--- src/rtl/epp_cmd_decoder.sv ---
// epp_cmd_decoder
//
// Turns EPP parallel-port byte writes into validated three-byte commands
// (command, key, data) and hands each one downstream on a valid/ready
// handshake. Illegal codes, a bad key byte, an inter-byte stall or a byte
// arriving while a command is still pending are discarded and flagged.
//
// Optional feature macro: EPP_CMD_STATS_EN
//   defined     - frameCnt / errCnt count handshakes / error pulses,
//                 saturating at 0xFF, cleared only by rstN
//   not defined - frameCnt / errCnt tied to 0x00
//
// Ports
//   clk        in   system clock
//   rstN       in   asynchronous active-low reset
//   busBramIn  in   [7:0] EPP data byte, stable while dataStb is low
//   dataStb    in   EPP data strobe, active low, asynchronous to clk
//   cmdReady   in   downstream can accept a command
//   cmdValid   out  command held on cmdCode/cmdData
//   cmdCode    out  [7:0] validated command byte
//   cmdData    out  [7:0] data byte of the frame
//   frameErr   out  one-cycle pulse per discarded frame or byte
//   busy       out  high whenever the FSM is not in IDLE
//   frameCnt   out  [7:0] completed-frame count
//   errCnt     out  [7:0] error count
//
// State | meaning
// IDLE  | waiting for a command byte
// KEY   | command accepted, waiting for the key byte
// DATA  | key matched, waiting for the data byte
// ISSUE | command presented on cmdValid until cmdReady

module epp_cmd_decoder #(
    parameter logic [7:0] FRAME_KEY   = 8'h55,
    parameter int         MAX_CMD     = 4,
    parameter int         TIMEOUT_CYC = 1000
) (
    input  logic       clk,
    input  logic       rstN,
    input  logic [7:0] busBramIn,
    input  logic       dataStb,
    input  logic       cmdReady,
    output logic       cmdValid,
    output logic [7:0] cmdCode,
    output logic [7:0] cmdData,
    output logic       frameErr,
    output logic       busy,
    output logic [7:0] frameCnt,
    output logic [7:0] errCnt
);

    localparam logic [7:0]  MAX_CODE    = 8'(MAX_CMD);
    localparam logic [15:0] TIMEOUT_LIM = 16'(TIMEOUT_CYC);

    typedef enum logic [1:0] {
        IDLE  = 2'd0,
        KEY   = 2'd1,
        DATA  = 2'd2,
        ISSUE = 2'd3
    } state_t;

    state_t      state;
    logic [1:0]  stbSync;
    logic        stbPrev;
    logic        byteEvt;
    logic        cmdLegal;
    logic [7:0]  codeShadow;
    logic [15:0] toCnt;

    // Strobe synchronizer idles high so reset never looks like a falling edge.
    always_ff @(posedge clk or negedge rstN) begin
        if (!rstN) begin
            stbSync <= 2'b11;
            stbPrev <= 1'b1;
        end else begin
            stbSync <= {stbSync[0], dataStb};
            stbPrev <= stbSync[1];
        end
    end

    assign byteEvt  = stbPrev & ~stbSync[1];
    assign cmdLegal = (busBramIn != 8'h00) && (busBramIn <= MAX_CODE);

    always_ff @(posedge clk or negedge rstN) begin
        if (!rstN) begin
            state      <= IDLE;
            cmdValid   <= 1'b0;
            cmdCode    <= 8'h00;
            cmdData    <= 8'h00;
            frameErr   <= 1'b0;
            busy       <= 1'b0;
            codeShadow <= 8'h00;
            toCnt      <= 16'h0000;
        end else begin
            frameErr <= 1'b0;
            case (state)
                IDLE: begin
                    if (byteEvt) begin
                        if (cmdLegal) begin
                            codeShadow <= busBramIn;
                            toCnt      <= 16'h0000;
                            state      <= KEY;
                            busy       <= 1'b1;
                        end else begin
                            frameErr <= 1'b1;
                        end
                    end
                end
                KEY: begin
                    // A byte on the same cycle as the timeout takes priority.
                    if (byteEvt) begin
                        toCnt <= 16'h0000;
                        if (busBramIn == FRAME_KEY) begin
                            state <= DATA;
                        end else begin
                            frameErr <= 1'b1;
                            state    <= IDLE;
                            busy     <= 1'b0;
                        end
                    end else if (toCnt == TIMEOUT_LIM) begin
                        frameErr <= 1'b1;
                        state    <= IDLE;
                        busy     <= 1'b0;
                    end else begin
                        toCnt <= toCnt + 16'h0001;
                    end
                end
                DATA: begin
                    if (byteEvt) begin
                        toCnt    <= 16'h0000;
                        cmdData  <= busBramIn;
                        cmdCode  <= codeShadow;
                        cmdValid <= 1'b1;
                        state    <= ISSUE;
                    end else if (toCnt == TIMEOUT_LIM) begin
                        frameErr <= 1'b1;
                        state    <= IDLE;
                        busy     <= 1'b0;
                    end else begin
                        toCnt <= toCnt + 16'h0001;
                    end
                end
                ISSUE: begin
                    // A byte arriving here is dropped; the pending command stays put.
                    if (byteEvt) begin
                        frameErr <= 1'b1;
                    end
                    if (cmdReady) begin
                        cmdValid <= 1'b0;
                        state    <= IDLE;
                        busy     <= 1'b0;
                    end
                end
                default: begin
                    state    <= IDLE;
                    cmdValid <= 1'b0;
                    busy     <= 1'b0;
                end
            endcase
        end
    end

`ifdef EPP_CMD_STATS_EN
    logic [7:0] frameCntQ;
    logic [7:0] errCntQ;

    always_ff @(posedge clk or negedge rstN) begin
        if (!rstN) begin
            frameCntQ <= 8'h00;
            errCntQ   <= 8'h00;
        end else begin
            if (cmdValid && cmdReady && (frameCntQ != 8'hFF)) begin
                frameCntQ <= frameCntQ + 8'h01;
            end
            if (frameErr && (errCntQ != 8'hFF)) begin
                errCntQ <= errCntQ + 8'h01;
            end
        end
    end

    assign frameCnt = frameCntQ;
    assign errCnt   = errCntQ;
`else
    assign frameCnt = 8'h00;
    assign errCnt   = 8'h00;
`endif

endmodule
--- config.mk ---
export PLATFORM = sky130hd
export DESIGN_NAME = epp_cmd_decoder
export DESIGN_NICKNAME = d
export VERILOG_FILES = /design/src/rtl/epp_cmd_decoder.sv
export SDC_FILE = /design/constraint.sdc
export NUM_CORES = 1
export LEC_CHECK = 0
export ABC_AREA = 1
export CORE_MARGIN = 5
export CORE_UTILIZATION = 48
export DETAILED_ROUTE_END_ITERATION = 7
export PLACE_DENSITY = 0.74
export SLEW_MARGIN = 20
export SYNTH_ARGS = -nofsm -noshare
export SYNTH_HDL_FRONTEND = slang
export SYNTH_SLANG_ARGS = --single-unit
--- constraint.sdc ---
create_clock -name clk -period 1.4 [get_ports clk]
set_input_delay 0.21 -clock clk [delete_from_list [all_inputs] [get_ports clk]]
set_output_delay 0.21 -clock clk [all_outputs]
set_load 0.02 [all_outputs]
==> summary.md, run 1 <==
| Metric | Value |
|---|---|
| CP cell instances | inv_2 > ha_4 > inv_4 > nor2_4 > nand3_4 > nand3_4 > nand2_1 > o21ai_1 |
| Crit path launch type | flop |
| Multi-input gate area | 0.001548 mm^2 |
| Pwr dens | 1585 mW/mm^2 |
| I/O pin total | 47 |
| PortBufs | 30 |
| Most used cell along the critical path | nand3_4 |
| Vias in the first global route | 2496 |
| Crit path DAT | 1.81 ns |
| Ys async rst share | 100.0% |
| Die Footprint | 0.007405 mm^2 |
| Largest fanout on the critical path | 6 |
| DRC viols | 0 |
| Cells after synthesis | 381 |
| Layout cells sized above 1 | 24.72% |
| Non-Filler Instances | 525 |
| Total routed wirelength | 7617 um |
| RSZ-0062 raised after global routing | yes |
| CTS tree | built |
| Cells after DPL | 501 |
| HPWL after detailed placement | 4756 um |
| Die W | 86.06 um |
| Sequential cell area | 0.001210 mm^2 |
| Failing checks | negative setup slack |
| CP max-delay cell | dfrtp_1 |
| Final worst path period share | 113.5% |
| Clk buf depth | 2 |
| Number of routed nets with antenna violations | 0 |
| Post-route setup slack | -0.1894 ns |
| First-pass GRT wire length | 11360 um |
| TritonCTS Buffers | 5 |
| Worst reg-to-reg setup slack | -0.19 ns |
| First-pass DRT Iterations | 5 |
| Max Cap Viol | 0 |
| Maximum vdd ir drop | 1264 uV |
| Tmin final | 1.589 ns |
| Cell Area, Placed | 0.003303 mm^2 |
| Final Hold Viols | 0 |
| Syn Area/Cell | 7.287 um^2 |
| Clk root buf | clkbuf_8 |
| GRT Util Overall | 18.96% |
| Clk_skew | 0.009837 ns |
| Avg WL per Cell | 14.51 um |
| Crit-path max cell delay | 0.45 ns |
| Starting DRT DRC Count | 165 |
| Primary FF master, synth | dfrtp_1 |
| YS warnings | 0 |
| Worst-path clk slew | 0.10 ns |
| F_max | 629.2 MHz |
| Avg Vias per Cell | 5.206 |
| Sequential fraction of the synthesis area | 43.40% |
| Mapped Area | 0.002776 mm^2 |
| CTS sink count | 48 |
| WP buf/inv | 2 |
| Final non-filler cell area | 0.003797 mm^2 |
| Max Slew Vio Count | 0 |
| Initial core utilization | 49.81% |
| Area grow syn2layout | 36.77% |
| Setup TNS | -3.468 ns |
| RePlAce Congestion | 0.9116 |
| Leak Pwr | 1.893 nW |
| Initial antenna violation count | 0 |
| Critical Path End Type | flop |
| Largest net degree at the start of global routing | 36 |
| Hold_ws | 0.1835 ns |
| NumNets Final | 471 |
| Chip height | 86.06 um |
| Hold crit path type | in -> reg |
| Top Family by Delay on Critical Path | simple AND/OR/NAND/NOR gates |
| Layout fillers | 443 |
| Clk_lat worst skew | 0.30 ns |
| Distinct cells, synth | 23 |
| Post-synthesis register bit count | 48 |
| Total grt overflow | 0 |
| Via count | 2733 |
| Total chip power | 6.018 mW |
| Status | complete, but fails checks |
| CP required | 1.62 ns |
| Setup CP Type | reg -> reg |
| H-tree levels | 2 |
| N_diodes | 0 |
| # rows | 27 |
| Core ar. | 0.005574 mm^2 |
| Post-synth EDFFs | 0 |
| Final Setup Violations | 36 |
==> cell families (layout without fill, tap and decap cells) <==
group	after synthesis	in the layout	synth area share [%]
adder cells (fa/ha/maj)	7	7	3.154
buffers and inverters	69	123	12.35
flip-flops	48	48	43.40
AO/OA/AOI/OAI	37	37	6.715
other	1	16	0.1351
AND/OR/NAND/NOR	219	222	34.25
==> synth_stat cells, types with 6 or more instances <==
| cell | number | area share (%) |
|---|---|---|
| nor2_2 | 6 | 1.4 |
| nor2_1 | 41 | 5.5 |
| nand3_1 | 30 | 5.4 |
| o21ai_0 | 22 | 4.0 |
| dfrtp_1 | 45 | 41 |
| o21ai_1 | 10 | 1.8 |
| buf_4 | 17 | 4.6 |
| nand4_1 | 13 | 2.9 |
| nand2_1 | 120 | 16 |
| ha_1 | 7 | 3.2 |
| inv_1 | 39 | 5.3 |
| inv_2 | 7 | 0.95 |
==> stage by stage <==
step	util [%]	setup slack, ns
finish	68.13	-0.1894
global route	68.13	-0.2669
global placement	59.26	-0.3652
floorplan	-	-0.01050
CTS	62.92	-0.1339
detailed placement	59.26	-0.4163
==> timing repair <==
item,CTS,global route
hold buffers,1,0
pin swaps,5,21
setup endpoints to repair,56,45
cloned,3,1
resized for setup,36,54
buffers inserted,3,8
hold endpoints to repair,12,0
==> placed cells by master (no fill, tap or decap), drive strengths merged <==
master	netlist	routed
dlygate4sd3	0	1
clkinv	0	3
buf	23	38
or2	1	1
dlygate4sd2	0	19
dlymetal6s2s	0	2
nor3	2	2
dfstp	3	3
inv	46	45
clkdlybuf4s50	0	8
clkbuf	0	6
a31oi	1	1
nor2	50	51
nand2	120	120
nand4	13	13
dfrtp	45	45
ha	7	7
nand3	32	34
a21oi	4	4
o21ai	32	32
bufinv	0	1
conb	1	16
nand3b	1	1
==> metal layers <==
layer	GRT usage (%)	share of wire, %	vias to the layer above
li1	-	-	1316
met1	24.03	41	1267
met2	33.22	49	125
met3	3.074	6.8	25
met4	5.324	2.9	0
met5	0	0	-
==> report_power, final <==
part | internal [mW] | total (mW) | switching [mW]
Combinational | 1.24 | 3.09 | 1.86
Clock | 0.538 | 1.02 | 0.482
Sequential | 1.71 | 1.90 | 0.195
Total | 3.48 | 6.02 | 2.53
==> state kept, by name, indices dropped and copies added (netlist names) <==
register    cells
stbSync         2
cmdCode         8
busy            1
toCnt          16
codeShadow      8
cmdData         8
frameErr        1
stbPrev         1
cmdValid        1
state           2
==> area by class of cell <==
| class | count | share of cell area (%) |
|---|---|---|
| Multi-Input combinational cell | 282 | 40.76 |
| Sequential cell | 48 | 31.86 |
| Timing Repair Buffer | 69 | 17.13 |
| Inverter | 46 | 4.811 |
| Tap cell | 72 | 2.372 |
| Clock buffer | 5 | 1.812 |
| Clock inverter | 3 | 1.252 |
==> worst paths after layout <==
kind / endpoint / cells after the start / start
max in group asynchronous: stbSync[1]$_DFF_PN1_ / 3 / rstN
hold reg to reg: stbSync[1]$_DFF_PN1_ / 0 / stbSync[0]$_DFF_PN1_
min in group asynchronous: state[1]$_DFFE_PN0P_ / 2 / rstN
hold / removal: cmdData[7]$_DFFE_PN0P_ / 3 / busBramIn[7]
setup reg to reg: toCnt[7]$_DFFE_PN0P_ / 8 / state[0]$_DFFE_PN0P_
setup / recovery: toCnt[7]$_DFFE_PN0P_ / 8 / state[0]$_DFFE_PN0P_
==> worst min-delay path, delay by kind of cell <==
kind          cells  cell delay, ns
simple gates      2            0.12
buf+inv           1            0.12
Note: power is estimated with default switching activity, not from simulation.
==> inputs of run 2 (changes only) <==
Settings changed: CORE_MARGIN 5 to unset.
==> summary.md, run 2 (synthesis results as in run 1) <==
| Metric | Value |
|---|---|
| Met2 Use GR | 40.18% (+7.0 points) |
| PortBufs | 30 (unchanged) |
| RSZ-0062 raised after global routing | yes |
| Largest net degree at the start of global routing | 28 (-22%) |
| Vias in the first global route | 2458 (-1.5%) |
| Failing checks | negative setup slack |
| Total chip power | 6.370 mW (+5.9%) |
| I/O pin total | 47 (unchanged) |
| Final non-filler cell area | 0.003799 mm^2 (about the same) |
| Crit path launch type | flop |
| Reg with most FFs | toCnt |
| Non-Filler Instances | 526 (+0.19%) |
| RePlAce Congestion | 0.9344 (+2.5%) |
| Critical Path End Type | flop |
| NumNets Final | 472 (+0.21%) |
| H-tree levels | 2 (unchanged) |
| Total routed wirelength | 7053 um (-7.4%) |
| Post-route setup slack | -0.09915 ns (+0.09021 ns) |
| CTS sink count | 48 (unchanged) |
| Die Footprint | 0.006093 mm^2 (-18%) |
| GRT Util Overall | 23.60% (+4.6 points) |
| Avg WL per Cell | 13.41 um (-7.6%) |
| Starting DRT DRC Count | 163 (-1.2%) |
| # rows | 27 (unchanged) |
| Max Cap Viol | 0 (unchanged) |
| GRT met3 Usage | 4.070% (+1.0 points) |
| Area grow syn2layout | 36.82% (about the same) |
| Clk_lat worst skew | 0.30 ns (about the same) |
| Crit path DAT | 1.70 ns (-0.11 ns) |
| First-pass DRT Iterations | 5 (unchanged) |
| Clk root buf | clkbuf_8 |
| Max FFs per register | 16 (unchanged) |
| Core ar. | 0.005540 mm^2 (-0.61%) |
| Setup CP Type | reg -> reg |
| Global-route layer with the greatest usage | met2 |
| Cells after DPL | 501 (unchanged) |
| CP required | 1.60 ns (-0.02 ns) |
| F_max | 667.0 MHz (+6.0%) |
| TritonCTS Buffers | 5 (unchanged) |
| Initial antenna violation count | 0 (unchanged) |
| First-pass GRT wire length | 11160 um (-1.8%) |
| Clk buf depth | 2 (unchanged) |
| Layout fillers | 440 (-0.68%) |
| Leak Pwr | 1.885 nW (-0.43%) |
| Initial core utilization | 50.11% (+0.30 points) |
| DRC viols | 0 (unchanged) |
| Most frequent cells in the layout | nand2_1, dfrtp_1, buf_4, nor2_1, inv_1 |
| Die W | 78.06 um (-9.3%) |
| Hold_ws | 0.1937 ns (+0.01023 ns) |
| Clk_skew | 0.006212 ns (-0.003625 ns) |
| Worst-path clk slew | 0.09 ns (about the same) |
| Final Hold Viols | 0 (unchanged) |
| Avg Vias per Cell | 5.135 (-1.4%) |
| Layout cells sized above 1 | 26.21% (+1.5 points) |
| Tmin final | 1.499 ns (-0.09021 ns) |
| CTS tree | built |
| Max Slew Vio Count | 0 (unchanged) |
| Via count | 2701 (-1.2%) |
| Cell Area, Placed | 0.003303 mm^2 (unchanged) |
| Maximum vdd ir drop | 1096 uV (-13%) |
| Number of routed nets with antenna violations | 0 (unchanged) |
| N_diodes | 0 (unchanged) |
| Largest fanout on the critical path | 5 (-1) |
| Chip height | 78.06 um (-9.3%) |
| Status | complete, but fails checks |
| Final Setup Violations | 19 (-47%) |
| HPWL after detailed placement | 4582 um (-3.7%) |
| Final worst path period share | 107.1% (-6.4 points) |
| Pwr dens | 1677 mW/mm^2 (+5.8%) |
| Fin util | 68.56% (+0.44 points) |
| Met1 Usage GRT | 29.81% (+5.8 points) |
| Most common cell after layout, fill and taps aside | nand2_1 |
| Hold crit path type | in -> reg |
| Total grt overflow | 0 (unchanged) |
run 2: area by class of cell:
| type | count | area, um^2 | area share, % |
|---|---|---|---|
| multi-input cells | 282 | 1564 | 41.17 |
| flip-flops and latches | 48 | 1207 | 31.79 |
| repair buffers | 70 | 621.8 | 16.37 |
| inverters | 46 | 177.7 | 4.677 |
| well taps | 72 | 90.09 | 2.372 |
| clock buffers | 5 | 68.82 | 1.812 |
| clock inverters | 3 | 68.82 | 1.812 |
run 2: what timing repair did:
item,in CTS,in global routing
endpoints found under the setup margin,49,45
hold endpoints to repair,15,0
setup buffers,9,4
hold buffers,1,0
resized for setup,46,42
cloned,3,0
pin swaps,14,14
run 2: final timing paths:
kind | startpoint | endpoint | slack (ns) | depth (start not counted)
worst max-delay path | toCnt[1]$_DFFE_PN0P_ | toCnt[15]$_DFFE_PN0P_ | -0.1 | 8
worst min-delay path | busBramIn[7] | cmdData[7]$_DFFE_PN0P_ | 0.19 | 3
worst max register to register | toCnt[1]$_DFFE_PN0P_ | toCnt[15]$_DFFE_PN0P_ | -0.1 | 8
worst min register to register | stbSync[0]$_DFF_PN1_ | stbSync[1]$_DFF_PN1_ | 0.36 | 0
max in group asynchronous | rstN | stbSync[0]$_DFF_PN1_ | 0.49 | 3
min in group asynchronous | rstN | codeShadow[2]$_DFFE_PN0P_ | 0.38 | 2
run 2: critical path, cell delays in order (launching register included):
cell and delay (ns):
dfrtp_1 0.46, buf_4 0.16, nand3_2 0.12, inv_2 0.14
nand2_1 0.14, nor3_1 0.21, nor2_1 0.06, nand3_1 0.07
nand2_1 0.05
run 2: report_power, final:
group / switching (mW) / internal [mW] / total [mW] / leakage (nW)
logic: 1.92 / 1.35 / 3.26 / 1.22
clock network: 0.478 / 0.719 / 1.20 / 0.0687
registers: 0.199 / 1.71 / 1.91 / 0.598
run 2: per-stage QoR:
step | setup slack (ns) | TNS [ns]
CTS | -0.08437 | -0.8556
global placement | -0.3350 | -7.646
floorplan | -0.01050 | -0.08421
global route | -0.1959 | -3.690
detailed placement | -0.3989 | -8.618
finish | -0.09915 | -1.275
run 2: layer usage:
layer	routed length, um	up-vias
met5	0	-
met4	156	0
met3	341	22
met2	3588	96
met1	2966	1261
li1	-	1322
==> inputs of run 3 (changes only) <==
Settings changed: CORE_ASPECT_RATIO set to 1.4.
==> summary.md, run 3 (synthesis results as in run 1) <==
| Metric | Value |
|---|---|
| Status | complete, but fails checks |
| Failing checks | negative setup slack |
| Avg Vias per Cell | 5.336 (+3.9%) |
| First-pass DRT Iterations | 5 (unchanged) |
| Final Setup Violations | 37 (+18) |
| DRC viols | 0 (unchanged) |
| Crit path DAT | 1.77 ns (+0.07 ns) |
| Starting DRT DRC Count | 222 (+36%) |
| Die Footprint | 0.006097 mm^2 (about the same) |
| CTS sink count | 48 (unchanged) |
| WHS Path Cells | 3 (unchanged) |
| Initial core utilization | 50.25% (+0.14 points) |
| Total routed wirelength | 8255 um (+17%) |
| Clk root buf | clkbuf_8 |
| Clk_lat worst skew | 0.31 ns (about the same) |
| Final Hold Viols | 0 (unchanged) |
| Reg with most FFs | toCnt |
| # rows | 32 (+19%) |
| Maximum vdd ir drop | 1002 uV (-8.6%) |
| Most frequent cells in the layout | nand2_1, dfrtp_1, buf_4, nor2_1 |
| Worst-path clk slew | 0.09 ns (about the same) |
| Area grow syn2layout | 49.48% |
| Total chip power | 7.063 mW (+11%) |
| Critical Path End Type | flop |
| Worst setup path startpoint | toCnt[1]$_DFFE_PN0P_ |
| PortBufs | 30 (unchanged) |
| Number of routed nets with antenna violations | 0 (unchanged) |
| CTS tree | built |
| Min-Delay Endpoint | cmdData[5]$_DFFE_PN0P_ |
| Largest fanout on the critical path | 5 (unchanged) |
| F_max | 640.9 MHz (-3.9%) |
| First-pass GRT wire length | 11740 um (+5.2%) |
| Avg WL per Cell | 15.26 um (+14%) |
| TritonCTS Buffers | 5 (unchanged) |
| Clk_skew | 0.01080 ns (+0.004593 ns) |
| Max Slew Vio Count | 0 (unchanged) |
| Crit path launch type | flop |
| Layout cells sized above 1 | 35.31% (+9.1 points) |
| Hold_sp | busBramIn[5] |
| Hold crit path type | in -> reg |
| CP required | 1.61 ns (about the same) |
| RePlAce Congestion | 0.9343 (about the same) |
| Post-route setup slack | -0.1604 ns (-0.06127 ns) |
| Most common cell after layout, fill and taps aside | nand2_1 |
| Vias in the first global route | 2683 (+9.2%) |
| I/O pin total | 47 (unchanged) |
| Pwr dens | 1702 mW/mm^2 (+1.5%) |
| Clk buf depth | 2 (unchanged) |
| HPWL after detailed placement | 4709 um (+2.8%) |
| H-tree levels | 2 (unchanged) |
| Setup CP Type | reg -> reg |
| Leak Pwr | 2.060 nW (+9.3%) |
| Via count | 2887 (+6.9%) |
| NumNets Final | 491 (+4.0%) |
| Core ar. | 0.005525 mm^2 (-0.27%) |
| Max FFs per register | 16 (unchanged) |
| Total grt overflow | 0 (unchanged) |
| Worst r2r src | toCnt[1]$_DFFE_PN0P_ |
| Reg2Reg Capture Point | toCnt[10]$_DFFE_PN0P_ |
| Worst reg-to-reg setup slack | -0.16 ns (-0.06 ns) |
| Initial antenna violation count | 0 (unchanged) |
| Final worst path period share | 111.5% (+4.4 points) |
| GRT Util Overall | 25.30% (+1.7 points) |
| Chip height | 91.99 um (+18%) |
| RSZ-0062 raised after global routing | yes |
| Die W | 66.28 um (-15%) |
| N_diodes | 0 (unchanged) |
| R2R cell count | 9 (+1) |
| Setup TNS | -2.531 ns (-1.255 ns) |
| Max Cap Viol | 0 (unchanged) |
| Largest net degree at the start of global routing | 49 (+75%) |
| Tmin final | 1.560 ns (+0.06127 ns) |
## run 3: how the worst max path moves through the flow
stage | cells past startpoint | slack, ns | to
4_1_cts | 9 | -0.11 | toCnt[4]$_DFFE_PN0P_
5_1_grt | 8 | -0.24 | toCnt[13]$_DFFE_PN0P_
3_5_place_dp | 9 | -0.36 | toCnt[0]$_DFFE_PN0P_
3_3_place_gp | 9 | -0.33 | toCnt[0]$_DFFE_PN0P_
6_report | 9 | -0.16 | toCnt[10]$_DFFE_PN0P_
2_1_floorplan | 9 | -0.01 | toCnt[2]$_DFFE_PN0P_
## run 3: final cells by class
cell class | instances | area (um^2)
multi-input combinational | 283 | 1697
fill | 392 | 1375
sequential | 48 | 1206
timing repair buffer | 88 | 842.1
inverter | 46 | 187.7
tap | 68 | 85.08
clock buffer | 6 | 72.57
clock inverter | 2 | 60.06
## run 3: critical path, cell delays in order, from the launching register on
cell      delay [ns]
dfrtp_2         0.44
inv_2           0.08
ha_4            0.14
nand3b_1        0.09
nor2_2          0.16
nand3_4         0.20
nand2_4         0.16
nor2_4          0.07
nand2_1         0.07
nand2_1         0.05
## run 3: per-layer routing
layer | share of wire, % | track usage (%)
met5 | 0 | 0
met4 | 4.5 | 15.07
met3 | 5.2 | 3.234
met2 | 54 | 44.30
met1 | 36 | 28.35
## run 3: timing repair
| item | CTS | global route |
|---|---|---|
| endpoints found under the setup margin | 51 | 37 |
| gates resized for setup | 43 | 111 |
| hold buffers | 1 | 0 |
| hold endpoints to repair | 45 | 0 |
| pin swaps | 13 | 35 |
| gates cloned | 4 | 3 |
| setup buffers | 6 | 12 |
## run 3: metrics by stage
step                      instances  instance area, um^2  setup slack [ns]  hold slack (ns)  utilization (%)
final                           541                 4150           -0.1604           0.1639            75.11
after global routing            541                 4150           -0.2381           0.1615            75.11
after CTS                       526                 3649           -0.1098           0.3115            66.03
after detailed placement        507                 3361           -0.3622           0.2154            60.82
after global placement          507                 3361           -0.3265           0.2141            60.82
after floorplan                 396                 2855          -0.01050         -0.08559                -
## run 3: power breakdown
group | total [mW] | internal [mW] | switching, mW
registers | 1.98 | 1.71 | 0.264
clock network | 1.21 | 0.714 | 0.493
logic | 3.88 | 1.73 | 2.14
